[src/rtl/fifo_rr_drain_pkg.sv]
// Shared constants and helpers for the round-robin drain arbiter family.
package fifo_rr_drain_pkg;

  localparam logic [0:0] IDLE = 1'b0;
  localparam logic [0:0] XFER = 1'b1;

  localparam logic TRUE  = 1'b1;
  localparam logic FALSE = 1'b0;

  // Ceiling log2, never below 1 so it can size a vector directly.
  function automatic int clog2(input int v);
    int r;
    r = 1;
    for (int i = 1; i < 31; i++) begin
      if ((1 << i) < v) r = i + 1;
    end
    return r;
  endfunction

endpackage

[src/rtl/fifo_rr_drain_rr_pick.sv]
// Combinational round-robin picker: first set req bit at or after ptr, wrapping.
module rr_pick
  import fifo_rr_drain_pkg::*;
#(
  parameter int N = 4
) (
  input  logic [N-1:0]          req,
  input  logic [clog2(N)-1:0]   ptr,
  output logic                  any,
  output logic [clog2(N)-1:0]   idx
);

  localparam int SW = clog2(N);

  int k;

  // Explicit wrap compare keeps non-power-of-two N correct.
  always_comb begin
    any = FALSE;
    idx = '0;
    k   = 0;
    for (int i = 0; i < N; i++) begin
      k = int'(ptr) + i;
      if (k >= N) k = k - N;
      if (!any && req[k]) begin
        any = TRUE;
        idx = SW'(k);
      end
    end
  end

endmodule

[src/rtl/fifo_rr_drain.sv]
// Round-robin drain of N FWFT source FIFOs into one downstream write port,
// in bursts of up to BURST words, honouring downstream stall.
module fifo_rr_drain
  import fifo_rr_drain_pkg::*;
#(
  parameter int N     = 4,
  parameter int WIDTH = 32,
  parameter int BURST = 8,
  parameter int DELAY = 1
) (
  input  logic                  CLK,
  input  logic                  RESET,
  input  logic [N-1:0]          empty,
  input  logic [N*WIDTH-1:0]    din,
  output logic [N-1:0]          rden,
  input  logic                  stall,
  output logic                  wren,
  output logic [WIDTH-1:0]      dout,
  output logic [clog2(N)-1:0]   src,
  output logic                  busy
);

  localparam int SW = clog2(N);
  localparam int CW = clog2(BURST + 1);

  // DELAY only shaped simulation timing in the legacy block; it is range-checked here.
  if (N < 2 || BURST < 1 || DELAY < 0) begin : g_param_check
    $error("fifo_rr_drain: requires N >= 2, BURST >= 1, DELAY >= 0");
  end

  logic [0:0]    state;
  logic [SW-1:0] g;
  logic [SW-1:0] ptr;
  logic [CW-1:0] count;
  logic          any;
  logic [SW-1:0] idx;
  logic          pop_p0;
  logic          last_p0;
  logic          end_p0;

  rr_pick #(.N(N)) u_pick (
    .req (~empty),
    .ptr (ptr),
    .any (any),
    .idx (idx)
  );

  assign pop_p0  = (state == XFER) && !empty[g] && !stall;
  assign last_p0 = pop_p0 && (count == CW'(BURST - 1));
  assign end_p0  = (state == XFER) && (last_p0 || empty[g]);
  assign busy    = (state == XFER);

  always_comb begin
    rden    = '0;
    rden[g] = pop_p0;
  end

  // Stage boundary: popped word becomes the registered downstream write.
  always_ff @(posedge CLK or posedge RESET) begin
    if (RESET) begin
      state <= IDLE;
      g     <= '0;
      ptr   <= '0;
      count <= '0;
      wren  <= FALSE;
      dout  <= '0;
      src   <= '0;
    end else if (state == IDLE) begin
      wren <= FALSE;
      if (any) begin
        g     <= idx;
        count <= '0;
        state <= XFER;
      end
    end else begin
      wren <= pop_p0;
      if (pop_p0) begin
        dout  <= din[int'(g)*WIDTH +: WIDTH];
        src   <= g;
        count <= count + 1'b1;
      end
      if (end_p0) begin
        ptr   <= (g == SW'(N - 1)) ? '0 : g + 1'b1;
        state <= IDLE;
      end
    end
  end

endmodule

[config.mk]
export PLATFORM = sky130hd
export DESIGN_NAME = fifo_rr_drain
export DESIGN_NICKNAME = d
export VERILOG_FILES = /design/src/rtl/fifo_rr_drain_pkg.sv /design/src/rtl/fifo_rr_drain_rr_pick.sv /design/src/rtl/fifo_rr_drain.sv
export SDC_FILE = /design/constraint.sdc
export NUM_CORES = 1
export LEC_CHECK = 0
export CAP_MARGIN = 20
export CORE_MARGIN = 1
export CORE_UTILIZATION = 30
export DETAILED_ROUTE_END_ITERATION = 10
export GPL_ROUTABILITY_DRIVEN = 0
export HOLD_SLACK_MARGIN = 0.05
export MAX_ROUTING_LAYER = met4
export PLACE_DENSITY = 0.71
export SYNTH_ARGS = -nofsm -noshare
export SYNTH_HDL_FRONTEND = slang
export SYNTH_SLANG_ARGS = --single-unit
[constraint.sdc]
create_clock -name CLK -period 2.29 [get_ports CLK]
set_input_delay 0.458 -clock CLK [delete_from_list [all_inputs] [get_ports CLK]]
set_output_delay 0.458 -clock CLK [all_outputs]
set_load 0.1 [all_outputs]
# After elaboration in Yosys (flattened, before gate mapping)
# Index checks and enable logic that the tools add are counted.
# Widths: inputs -> output; s select.
[totals]
input_bits = 135
reg_bits = 44
word_cells = 88
output_inout_bits = 40
[op_classes]
n_eq_ne = 3
reduce_logical = 19
mux = 36
n_shift = 1
addsub = 9
bitwise_logic = 3
magnitude_cmp = 10
[op_table]
columns = ["op", "count"]
rows = [
  ["$lt 32x4->1 const B", 4],
  ["$mux 32", 4],
  ["$shiftx 128x8->32", 1],
  ["$ge 32x4->1 const B", 3],
  ["$sub 32x4->32 const B", 3],
  ["$mux 1", 18],
  ["$mux 4", 3],
  ["$bmux 1 s2", 5],
  ["$mux 2", 5],
  ["$logic_and 1x1->1", 8],
  ["$reduce_and 2->1", 4],
  ["$add 2x2->3 const B", 2],
  ["$logic_not 1->1", 5],
  ["$add 4x1->4 const B", 1],
  ["$and 4x4->4", 1],
  ["$eq 4x3->1 const B", 1],
  ["$not 4->4", 1],
  ["$sub 2x3->4 const B", 1],
  ["$add 2x1->3 const B", 1],
  ["$ge 2x3->1 const B", 1],
  ["$lt 2x3->1 const B", 1],
  ["$add 2x1->2 const B", 1],
  ["$demux 1 s2", 1],
  ["$eq 2x2->1 const B", 1],
  ["5 further kinds", 5],
]

# Logic depth before layout (Yosys ltp)
[logic_depth]
depth_word = 17
mapped_depth = 6
mapped_depth_nobuf = 4

# Cells and area by module
# A second synthesis with hierarchy kept.
[unflattened]
cells_unflattened = 194
hier_area_um2 = 2746.4
[by_module_without_submodules]
columns = ["module", "area_per_inst_um2", "seq_area_each_um2", "n_inst", "cells_per_inst"]
rows = [
  ["fifo_rr_drain", 2668.8, 1101.1, 1, 179],
  ["rr_pick", 77.6, 0.0, 1, 15],
]

# Least setup slack after synthesis
# OpenSTA, ideal clock, no wires.
[synth_timing]
path_kind = "register to output"
startpoint = "reg state (netlist: busy)"
endpoint = "out rden[0]"
t_required_ns = 1.832
arrival_ns = 2.678
n_path_buf = 2
slack_ns = -0.846
stages_incl_launch_ff = 6
path_cell_list = "dfrtp_1 buf_4 or3b_4 o22ai_4 buf_6 and2_1"
[synth_via]
elab_chain_len = 3
[synth_rtl]
columns = ["item", "line", "text"]
rows = [
  ["start: declaration", "fifo_rr_drain.sv:31", "logic [0:0] state;"],
  ["start signal: assignment", "fifo_rr_drain.sv:61", "state <= IDLE;"],
  ["start signal: assignment", "fifo_rr_drain.sv:73", "state <= XFER;"],
  ["start signal: assignment", "fifo_rr_drain.sv:84", "state <= IDLE;"],
  ["$logic_and 1x1->1 (2 in a row)", "fifo_rr_drain.sv:48", "assign pop_p0 = (state == XFER) && !empty[g] && !stall;"],
  ["$and 4x4->4 (no line)", "n/a", ""],
  ["end: declaration", "fifo_rr_drain.sv:15", "output logic [N-1:0] rden,"],
]
# Every way passes these cells.

# Final worst setup path
[layout_timing]
startpoint = "in empty[1]"
endpoint = "out rden[2]"
[layout_via]
elab_chain_len = 6
[layout_rtl]
columns = ["item", "line", "text"]
rows = [
  ["start: declaration", "fifo_rr_drain.sv:13", "input logic [N-1:0] empty,"],
  ["$bmux 1 s2", "fifo_rr_drain.sv:48", ""],
  ["$mux 1 (not written as such)", "fifo_rr_drain.sv:48", ""],
  ["$logic_not 1->1", "fifo_rr_drain.sv:48", ""],
  ["$logic_and 1x1->1 (2 in a row)", "fifo_rr_drain.sv:48", ""],
  ["$and 4x4->4 (no line)", "n/a", ""],
]
# Every way passes these cells. The select of a mux whose other input is x is not followed.

==> results.md <==
* Instance count of the mapped netlist at 176
* Cell area after synthesis at 2688 sq um
* Final cycle utilization of the critical path at 97.87%
* Post-detailed-placement half-perimeter wirelength at 6172 um
* Ys Warns at 0
* Worst setup slack before clock tree synthesis at -71.10 ps
* Type of the setup path with the least slack: in -> out
* Antenna violations before repair at 0
* Die area at 9341 sq um
* Clock-pin slew on the worst setup and hold paths at 80 ps
* Share of final-layout standard cells stronger than drive strength 1 at 40.17%
* Largest clock skew in the final design at 3.512 ps
* Number of flip-flops and latches in the synthesized netlist at 44
* Worst hold path class: reg -> reg
* Number of nets in the synthesized netlist at 316
* Number of cell rows at 34
* Number of distinct library cells after synthesis at 29
* Startpoint Class: input port
* Crit Path Max Fanout at 6
* Top-level I/O count at 175
* Number of violations of the max-capacitance limit at 0
* Crit end category: output port
* Global routing usage summed across all routing layers at 17.39%
* Post-DRT Antenna Nets at 0
* Later-pin clock latency in the skew report at 290 ps
* Number of iterations in the first detailed-routing pass at 4
* Max IR drop VDD at 0.6227 mV
* Routed wire length at 7781 um
* Port Buffers at 174
* Drt first-iter violations at 73
* Setup repair after global routing missed its margin: no
* H-tree depth at 2
* Total via count in the routed design at 2264
* Final critical-path setup slack at 48.88 ps
* Ant diodes at 0
* Library cell used as clock root buffer: clkbuf_8
* Worst slew pin tran at 447.1 ps
* Number of CTS-inserted buffers at 5
* Synth Area per Inst at 15.27 sq um
* Min Tclk post-route at 2241 ps
* Final Slew Violations at 0
* Maximum number of pins on one net before global-route repair at 33
* Total congestion overflow at 0
* Number of enable flip-flop cells after synthesis at 0
* Portion of the post-synthesis area used by sequential elements at 40.97%
* Total core area at 8678 sq um
* Commonest register cell after synthesis: dfrtp_1
* First-pass GRT wire length at 12680 um
* Worst path arrival time at 1780 ps
* CTS tree: yes
* Endpoint required time on the critical path at 1830 ps
* Vias/cell at 4.827
* Cell area after placement at 4542 sq um
* Number of filler cells placed in the layout at 765
* Vertical extent of the die at 96.65 um
* Static leakage at 1.937 nW
* Maximum clock insertion buffer count at 2
* Layout-stage area growth over the synthesis result at 75.79%
* Highest clock rate at 446.2 MHz
* Number of nets in the layout at 500
* Sink Count at 44
* Width of the chip at 96.65 um
* Power density of the placed cells at 1538 nW/um^2
* Final setup fails at 0
* DRC at 0
* Normalized max-slew margin at 70.19%
* Starting density of the core at 30.97%
* Final Hold Fails at 0
* Routed WL per cell at 16.59 um
* Via count of the first global-routing pass at 2401
* Post-route cell area at 4725 sq um
* Async set-reset flop share out of synthesis at 100.0%
* Run status: finished clean
[kinds of logic after synthesis]
logic type | share of synthesized area [%]
AO/OA/AOI/OAI | 4.609
flip-flops | 40.97
adder cells (fa/ha/maj) | 2.328
XOR/XNOR | 0.3259
buffers and inverters | 3.957
multiplexers | 43.76
AND/OR/NAND/NOR | 4.050
[through the flow]
step | power [W] | TNS (ps) | hold slack [ps] | cells | utilization, %
global placement | 0.006553 | -533.4 | 492.8 | 456 | 52.34
CTS | 0.007268 | 0 | 488.7 | 465 | 53.86
finish | 0.007266 | 0 | 485.1 | 469 | 54.44
global route | 0.007597 | 0 | 502.8 | 469 | 54.44
detailed placement | 0.006604 | -1867 | 475.5 | 456 | 52.34
floorplan | 0.005397 | -0.6639 | 446.0 | 176 | -
[worst max-delay path, stage by stage]
cell and delay (ps):
clkdlybuf4s50_1 420, mux2_4 300, o22ai_4 230, and2_4 210
buf_12 170
[state kept, by name, indices dropped and copies added, names as in the netlist]
name   count
wren       1
dout      32
ptr        2
src        2
g          2
count      4
busy       1
[cell usage after synthesis (2+ instances only)]
cell,number,area (sq um)
mux4_2,32,720.7
ha_1,5,62.56
nor2_1,2,7.510
buf_2,4,20.02
buf_4,4,30.03
nand2_1,6,22.52
mux2_2,36,405.4
o21ai_0,7,35.03
and2_1,4,25.02
nand2b_1,2,12.51
clkbuf_1,3,11.26
mux2i_1,2,20.02
dfrtp_1,44,1101
nand4_1,2,12.51
mux2_4,2,30.03
inv_1,6,22.52
buf_6,2,22.52
a22o_1,2,17.52
[repair_timing]
item,CTS,global route
setup endpoints to repair,4,4
hold buffers,0,0
setup buffers,1,3
gates cloned,0,1
resized for setup,1,1
pin swaps,5,2
[placed cells by master (no fill, tap or decap), types with 2 or more instances in the layout]
cell / netlist / routed
and2_4: 0 / 4
buf_12: 0 / 5
nand4_1: 2 / 2
dfrtp_1: 44 / 41
inv_1: 6 / 5
a22o_1: 2 / 2
mux2_2: 36 / 36
buf_4: 4 / 50
clkdlybuf4s50_1: 0 / 132
clkbuf_8: 0 / 7
nand2_1: 6 / 6
mux2_4: 2 / 2
ha_1: 5 / 5
o21ai_0: 7 / 7
nand2b_1: 2 / 2
mux4_2: 32 / 32
mux2i_1: 2 / 2
dfrtp_2: 0 / 2
nor2_1: 2 / 2
[final cells by class]
type | instances | area [sq um] | share of cell area, %
timing repair buffer | 190 | 1843 | 39.01
multi-input combinational | 113 | 1490 | 31.54
sequential | 44 | 1107 | 23.44
tap | 108 | 135.1 | 2.860
clock buffer | 7 | 96.34 | 2.039
clock inverter | 1 | 30.03 | 0.6356
inverter | 6 | 22.52 | 0.4767
[routing by layer]
layer / share of wire, % / vias up / GRT usage [%] / routed length (um)
met5: 0 / - / - / 0
li1: - / 1059 / - / -
met3: 7.7 / 6 / 5.202 / 597
met2: 51 / 95 / 29.69 / 3960
met1: 41 / 1104 / 20.50 / 3173
met4: 0.64 / 0 / 3.100 / 50
[path summary, 6_finish.rpt]
check	from	end	slack (ps)	cells after the start
max	empty[1]	rden[2]	50	5
max reg2reg	g[1]	dout[13]	300	5
max in group asynchronous	RESET	busy	1500	3
min	count[3]	count[3]	490	1
min reg2reg	count[3]	count[3]	490	1
min in group asynchronous	RESET	dout[19]	530	3
[power breakdown]
part           leakage [nW]  total [W]  switching, W  internal, W
Clock                0.0645   0.000642      0.000257     0.000385
Combinational          1.35    0.00522       0.00344      0.00178
Sequential            0.526    0.00141      0.000243      0.00116
Total                  1.94    0.00727       0.00394      0.00333
Power figures use the tool's default switching activity.
